### config.mk
export PLATFORM = sky130hd
export DESIGN_NAME = pc_fetch
export DESIGN_NICKNAME = d
export VERILOG_FILES = /design/src/rtl/pc_fetch.sv
export SDC_FILE = /design/constraint.sdc
export NUM_CORES = 1
export LEC_CHECK = 0
export CAP_MARGIN = 20
export CORE_ASPECT_RATIO = 1.5
export CORE_MARGIN = 1
export CORE_UTILIZATION = 44
export DETAILED_ROUTE_END_ITERATION = 10
export GPL_TIMING_DRIVEN = 0
export HOLD_SLACK_MARGIN = 0.02
export PLACE_DENSITY = 0.76
export RECOVER_POWER = 100
export SLEW_MARGIN = 20
export SYNTH_ARGS = -nofsm -noshare
export SYNTH_HDL_FRONTEND = slang
export SYNTH_SLANG_ARGS = --single-unit
### constraint.sdc
create_clock -name clk_i -period 4.5 [get_ports clk_i]
set_clock_uncertainty 0.2 [all_clocks]
set_input_delay 0.675 -clock clk_i [delete_from_list [all_inputs] [get_ports clk_i]]
set_output_delay 0.675 -clock clk_i [all_outputs]
set_load 0.005 [all_outputs]
### src/rtl/pc_fetch.sv
// Instruction fetch unit: next-PC pointer, single outstanding memory request,
// and a 2-entry in-order buffer of {instruction, address} for decode.
module pc_fetch #(
    parameter logic [7:0] RESET_PC = 8'h04,
    parameter logic [7:0] PC_STEP  = 8'h04,
    parameter int         INSTR_W  = 32
) (
    input  logic               clk_i,
    input  logic               rst_i,
    input  logic               br_taken_i,
    input  logic [7:0]         br_target_i,
    output logic               imem_req_o,
    output logic [7:0]         imem_addr_o,
    input  logic               imem_ack_i,
    input  logic [INSTR_W-1:0] imem_rdata_i,
    output logic               ins_valid_o,
    output logic [INSTR_W-1:0] ins_data_o,
    output logic [7:0]         ins_pc_o,
    input  logic               dec_ready_i,
    output logic               misalign_o
);

    typedef enum logic [1:0] {
        S_REQ   = 2'd0,
        S_IDLE  = 2'd1,
        S_FLUSH = 2'd2
    } state_t;

    state_t             state_q, state_d;
    logic [7:0]         pc_q, pc_d;
    logic [7:0]         addr_q, addr_d;
    logic [1:0]         count_q, count_d;
    logic               rd_ptr_q, wr_ptr_q;
    logic               misalign_q;
    logic [INSTR_W-1:0] data_q [2];
    logic [7:0]         dpc_q  [2];

    logic       req_s, ack_s, pop_s;
    logic       push_s, pop_en_s, flush_s;
    logic [7:0] tgt_s;

    // Next-state, pointer update and buffer control; a taken branch overrides all else.
    always_comb begin
        req_s    = (state_q != S_IDLE);
        ack_s    = imem_ack_i & req_s;
        pop_s    = (count_q != 2'd0) & dec_ready_i;
        tgt_s    = {br_target_i[7:2], 2'b00};
        state_d  = state_q;
        pc_d     = pc_q;
        addr_d   = addr_q;
        push_s   = 1'b0;
        pop_en_s = 1'b0;
        flush_s  = 1'b0;
        if (br_taken_i) begin
            flush_s = 1'b1;
            pc_d    = tgt_s;
            if (req_s && !ack_s) begin
                // The dropped request stays on the bus until memory answers it.
                state_d = S_FLUSH;
            end else begin
                state_d = S_REQ;
                addr_d  = tgt_s;
            end
        end else begin
            case (state_q)
                S_REQ: begin
                    pop_en_s = pop_s;
                    if (ack_s) begin
                        push_s = 1'b1;
                        pc_d   = pc_q + PC_STEP;
                        addr_d = pc_q + PC_STEP;
                        if ((count_q - {1'b0, pop_s}) == 2'd1) begin
                            state_d = S_IDLE;
                        end else begin
                            state_d = S_REQ;
                        end
                    end else begin
                        state_d = S_REQ;
                    end
                end
                S_IDLE: begin
                    pop_en_s = pop_s;
                    if (pop_s) begin
                        state_d = S_REQ;
                    end else begin
                        state_d = S_IDLE;
                    end
                end
                S_FLUSH: begin
                    if (ack_s) begin
                        state_d = S_REQ;
                        addr_d  = pc_q;
                    end else begin
                        state_d = S_FLUSH;
                    end
                end
                default: begin
                    state_d = S_REQ;
                    addr_d  = pc_q;
                end
            endcase
        end
        if (flush_s) begin
            count_d = 2'd0;
        end else begin
            count_d = count_q + {1'b0, push_s} - {1'b0, pop_en_s};
        end
    end

    // Control state, pointers and buffer occupancy.
    always_ff @(posedge clk_i) begin
        if (rst_i) begin
            state_q    <= S_REQ;
            pc_q       <= RESET_PC;
            addr_q     <= RESET_PC;
            count_q    <= 2'd0;
            rd_ptr_q   <= 1'b0;
            wr_ptr_q   <= 1'b0;
            misalign_q <= 1'b0;
        end else begin
            state_q    <= state_d;
            pc_q       <= pc_d;
            addr_q     <= addr_d;
            count_q    <= count_d;
            misalign_q <= br_taken_i & (br_target_i[1:0] != 2'b00);
            if (flush_s) begin
                rd_ptr_q <= 1'b0;
                wr_ptr_q <= 1'b0;
            end else begin
                rd_ptr_q <= rd_ptr_q ^ pop_en_s;
                wr_ptr_q <= wr_ptr_q ^ push_s;
            end
        end
    end

    // Buffer storage; contents are only meaningful while counted as occupied.
    always_ff @(posedge clk_i) begin
        if (push_s && !rst_i) begin
            data_q[wr_ptr_q] <= imem_rdata_i;
            dpc_q[wr_ptr_q]  <= addr_q;
        end
    end

    assign imem_req_o  = req_s & ~rst_i;
    assign imem_addr_o = addr_q;
    assign ins_valid_o = (count_q != 2'd0);
    assign ins_data_o  = data_q[rd_ptr_q];
    assign ins_pc_o    = dpc_q[rd_ptr_q];
    assign misalign_o  = misalign_q;

endmodule

==> results of run 1 <==
registers in the layout (all words and copies together) (netlist names):
register,count
misalign_o,1
pc_q,6
rd_ptr_q,1
imem_addr_o,6
wr_ptr_q,1
state_q,2
dpc_q,12
count_q,2
data_q,64
report_power, final:
part           switching (W)  leakage [nW]  internal [W]  total (W)
Clock               0.000293         0.145      0.000429   0.000722
Sequential         0.0000133         0.846      0.000973   0.000986
Combinational      0.0000655         0.877     0.0000853   0.000151
how the worst min path moves through the flow:
stage | start | to | slack (ps) | depth (start not counted)
2_1_floorplan | imem_addr_o[3]$_SDFFE_PP0P_ | dpc_q[0][3]$_DFFE_PP_ | 270 | 0
3_3_place_gp | imem_addr_o[3]$_SDFFE_PP0P_ | dpc_q[1][3]$_DFFE_PP_ | 260 | 0
3_5_place_dp | imem_addr_o[2]$_SDFFE_PP1P_ | dpc_q[1][2]$_DFFE_PP_ | 270 | 0
4_1_cts | imem_addr_o[2]$_SDFFE_PP1P_ | dpc_q[1][2]$_DFFE_PP_ | 290 | 0
5_1_grt | imem_addr_o[2]$_SDFFE_PP1P_ | dpc_q[1][2]$_DFFE_PP_ | 320 | 0
6_report | imem_addr_o[2]$_SDFFE_PP1P_ | dpc_q[1][2]$_DFFE_PP_ | 280 | 0
per-layer routing:
| metal | global-route usage (%) | part of all wire (%) | vias to the layer above |
|---|---|---|---|
| li1 | - | - | 1186 |
| met1 | 18.82 | 38 | 1206 |
| met2 | 31.11 | 55 | 101 |
| met3 | 4.766 | 6.1 | 11 |
| met4 | 6.296 | 1.5 | 0 |
| met5 | 0 | 0 | - |
metrics by stage:
stage	util (%)	setup WS, ps	hold slack (ps)	cell area, um2
floorplan	-	-115.5	271.0	3857
global placement	57.80	-2242	259.0	4892
detailed placement	58.71	980.0	271.2	4970
CTS	62.11	1306	286.8	5258
global route	62.01	586.8	315.9	5249
finish	62.01	799.7	275.4	5249
layout by cell type, fill, tap and decap left out, types with 9 or more instances in the layout:
master            n
edfxtp_1         76
dfxtp_1          19
a21oi_1          10
inv_1             9
dlygate4sd3_1    75
clkbuf_16         9
clkbuf_1         12
nand2_1           9
buf_4             9
clkdlybuf4s50_1  15
nor2_1           11
mux2_2           36
cell type report:
class	count	area (um2)	share of cell area [%]
buffer	17	86.33	1.645
clock inverter	6	58.81	1.120
tap	107	133.9	2.551
multi-input combinational	140	1084	20.64
sequential	95	2663	50.73
timing repair buffer	98	960.9	18.31
clock buffer	10	229.0	4.362
inverter	9	33.78	0.6436
kinds of logic (layout without fill, tap and decap cells):
group,count (synthesis),after routing,share of synthesized area (%)
AO/OA/AOI/OAI,34,34,5.791
flip-flops,95,95,69.23
XOR/XNOR,8,8,1.822
AND/OR/NAND/NOR,48,48,6.506
multiplexers,43,43,12.43
other,1,4,0.09750
buffers and inverters,26,140,3.156
adder cells (fa/ha/maj),3,3,0.9760
critical path, cell delays in order:
cell and delay [ps]:
dlygate4sd3_1 560, clkbuf_1 260, inv_1 130, clkbuf_1 370, nand2_1 350, nor3_2 610
buf_6 230, clkbuf_1 290
==> metrics, run 1 <==
status complete, no violations; Slew HR a little under half; synthesized cell area between 3000 and 4000 um2; Yosys top cell area share 59.34%; startpoint types input pin; Total Power roughly 0.0019 W; Final Max Slew Viols 0; final setup TNS 0 ps; Final min period ~3700 ps; worst-skew pair later-pin latency between 300 and 400 ps; routed len/inst 15.19 um; worst-margin pin slew 794.3 ps; Port Buffer Count 90; WP data required 4290 ps; Area Overhead vs Synth 36.47%; TritonCTS Buffers 9; Synth area leader edfxtp_1; EDFF count, synth 76; Post-CTS Resized 0; Worst R2R Setup Slack 1960 ps; Power Density around 350 nW/um2; Top Ports 96; Seq cells post-synth 95; endpoint arrival time on the critical path 3490 ps; Post-CTS Setup Bufs 0; NumNets Final 418; CTS root buf clkbuf_16; n_diodes 0; Post-synth ARST share 0%; most numerous cell in the Yosys netlist edfxtp_1; Post-synth top flop edfxtp_1; RePlAce Congestion 0.9325; Fillers 682; RSZ-0062 raised after global routing no; R2R Path Start state_q[0]$_SDFF_PP0_; dpl cells 466; Min-Delay Path Class flip-flop to flip-flop; Routed WL 7.323 mm; Starting Density 45.44%; Lkg Pwr 1.867 nW; die width ~78 um; Chip Height 116.5 um; layout cells sized above 1 18.13%; Worst VDD drop 284.5 uV; critical-path maximum fanout 10; fmax roughly 270 MHz; Max-Cap Viols 0; FF-to-FF path depth 5; clk buf depth 2; core area 8464 um2; vias in the first global route 2,481; TritonCTS sink count 95; Critical Path End data_q[1][21]$_DFFE_PP_; Global Route Usage Sum 17.05%; top cells by count, synth 76 x edfxtp_1, 38 x mux2_2, 19 x dfxtp_1, 11 x nor2_1, 10 x a21oi_1; CTS tree done; syn_area_per_cell 14.91 um2; Via Count 2,504; Non-Filler Instances 482; synth warn 0; Final Hold Vio Count 0; HPWL Detailed 5.365 mm; # setup viols final 0; DRC Markers 0; H-Tree Level Count 3; DR pass1 iterations 4; CTS clk-pin slew, worst paths about 60 ps; post-synthesis cell count 258; register area share after synthesis 69.23%; count of hold-fix buffers inserted at cts 0; reg2reg end data_q[1][21]$_DFFE_PP_; Iteration-0 DRC Markers 123; WS Path Type input pin to flip-flop; Rows 41; initial antenna violation count 0; Vias per Instance 5.195; Unique masters post-synth 41; global-route wire length before repair 11.81 mm; ANT nets after route 0; period utilization between 80 and 90%; Worst Setup SP br_taken_i; Worst Setup End Kind flip-flop; top post-synthesis cells by area edfxtp_1 59%, mux2_2 11%, dfxtp_1 9.9%; GRT overflow 0; largest net degree at the start of global routing 16; Die ar. 9127 um2
No activity file was read; power rests on OpenSTA's default activity.
==> run 2, diff against run 1 <==
- CORE_UTILIZATION: 44 -> 49
- PLACE_DENSITY: 0.76 -> 0.8
- clock period: 4.5 -> 3.55 ns (I/O delays scaled with it)
==> metrics, run 2 (synthesis gave the netlist of run 1 again) <==
total stage count of the critical path 7 (-1); Post-CTS Resized 0 (unchanged); GRT overflow 0 (unchanged); most frequent cells in the layout 76 x edfxtp_1, 73 x dlygate4sd3_1, 34 x mux2_2; Slew HR 47.06% (about the same); DR pass1 iterations 4 (unchanged); Largest register FFs 64 (unchanged); leading cell type in the layout, fill and taps excluded edfxtp_1; TritonCTS sink count 95 (unchanged); Final Hold Vio Count 0 (unchanged); # setup viols final 0 (unchanged); core area 7612 um2 (-10%); reg2reg end data_q[1][28]$_DFFE_PP_; Rows 39 (-4.9%); Lkg Pwr 1.868 nW (about the same); layout cells sized above 1 18.40% (+0.27 points); Starting Density 50.53% (+5.1 points); Global Route Usage Sum 19.36% (+2.3 points); Final Max Slew Viols 0 (unchanged); final setup margin 431.9 ps (-367.8 ps); Chip Height 110.5 um (-5.1%); buffers and inverters on the worst path 5 (-1); Max stage delay cell, worst path dlygate4sd3_1; routed len/inst 15.48 um (+1.9%); global-route wire length before repair 11.59 mm (-1.9%); critical path, cell by cell dlygate4sd3_1, clkbuf_1, inv_1, buf_2, nand2_1, nor3_2, clkbuf_1; initial antenna violation count 1 (+1); count of hold-fix buffers inserted at cts 0 (unchanged); Via Count 2,456 (-1.9%); Iteration-0 DRC Markers 94 (-24%); WS Path Type input pin to flip-flop; largest net degree at the start of global routing 16 (unchanged); Max-Cap Viols 0 (unchanged); Vias per Instance 5.138 (-1.1%); Worst R2R Setup Slack 1170 ps (-790 ps); Worst Setup SP br_taken_i; fmax 320.7 MHz; ANT nets after route 0 (unchanged); Non-Filler Instances 478 (-0.83%); Worst Setup End Kind flip-flop; most frequent CP cell clkbuf_1; startpoint types input pin; Total Power 0.002357 W (+27%); Top Ports 96 (unchanged); Power Density 447.6 nW/um2 (+26%); Routed WL 7.400 mm (+1.1%); biggest regs data_q: 64 flops, dpc_q: 12 flops; Critical Path End data_q[1][28]$_DFFE_PP_; Min-Delay Path Class input pin to flip-flop; Worst path max stage delay 570 ps (-40 ps); vias in the first global route 2,454 (-1.1%); NumNets Final 418 (unchanged); R2R Path Start state_q[0]$_SDFF_PP0_; Crit path max-delay family buffers and inverters; critical-path maximum fanout 10 (unchanged); Die ar. 8215 um2 (-10%); endpoint arrival time on the critical path 2890 ps (-600 ps); Top reg by flops data_q; Port Buffer Count 90 (unchanged); RSZ-0062 raised after global routing no; RePlAce Congestion 0.8119 (-13%); HPWL Detailed 5.297 mm (-1.3%); worst-skew pair later-pin latency 340 ps (+20 ps); CTS tree done; CTS root buf clkbuf_16; CTS clk-pin slew, worst paths 60 ps (about the same); Area Overhead vs Synth 36.89%; Final min period just over 3000 ps; fin area 5265 um2 (+0.31%); Post-DP Area 4971 um2 (about the same); dpl cells 461 (-1.1%); pre-CTS setup slack 293.2 ps (-686.8 ps); TritonCTS Buffers 9 (unchanged); Worst VDD drop 301.1 uV (+5.9%); FF-to-FF path depth 4 (-1); die width 74.34 um (-5.1%); H-Tree Level Count 3 (unchanged); status complete, no violations; clk buf depth 2 (unchanged); fin util 69.16% (+7.2 points); DRC Markers 0 (unchanged); Post-CTS Setup Bufs 0 (unchanged); period utilization 87.83%; worst-margin pin slew 794.1 ps (-0.2146 ps); WP data required 3320 ps (-970 ps)
==> run 2: power breakdown <==
part | switching, W | leakage, nW | internal [W]
logic | 0.0000832 | 0.886 | 0.000109
clock network | 0.000379 | 0.136 | 0.000535
registers | 0.0000175 | 0.846 | 0.00123
total | 0.000480 | 1.87 | 0.00188
==> run 2: worst min-delay path by stage <==
stage               cells past startpoint                        start                    end
floorplan                               0  imem_addr_o[3]$_SDFFE_PP0P_  dpc_q[0][3]$_DFFE_PP_
global placement                        0  imem_addr_o[3]$_SDFFE_PP0P_  dpc_q[0][3]$_DFFE_PP_
detailed placement                      0  imem_addr_o[3]$_SDFFE_PP0P_  dpc_q[1][3]$_DFFE_PP_
CTS                                     2                   imem_ack_i  state_q[1]$_SDFF_PP0_
global route                            2                   imem_ack_i  state_q[1]$_SDFF_PP0_
finish                                  2                   imem_ack_i  state_q[1]$_SDFF_PP0_
==> run 2: worst reg2reg max path: cells and delay by family, from the launching register on <==
family / cells / cell delay [ps]
flip-flops: 1 / 350
buffers and inverters: 2 / 660
AND/OR/NAND/NOR: 2 / 800
==> run 2: final cells by class <==
class / instances / area (um2)
well taps: 102 / 127.6
inverters: 9 / 33.78
clock inverters: 4 / 27.53
plain buffers: 17 / 87.58
fillers: 557 / 2347
flip-flops and latches: 95 / 2663
diodes: 1 / 2.502
multi-input cells: 140 / 1084
clock buffers: 12 / 267.8
repair buffers: 98 / 972.2
==> run 2: per-stage QoR <==
step	hold slack [ps]	TNS (ps)
finish	231.8	0
global route	232.7	0
CTS	218.6	0
detailed placement	273.7	0
global placement	268.4	-224100
floorplan	271.0	-70150
==> run 2: metal layers <==
metal	track usage (%)	routed length [um]	share of wire, %
met1	20.63	2716	37
met2	34.00	4179	56
met3	5.383	336	4.5
met4	9.182	167	2.3
met5	0	0	0
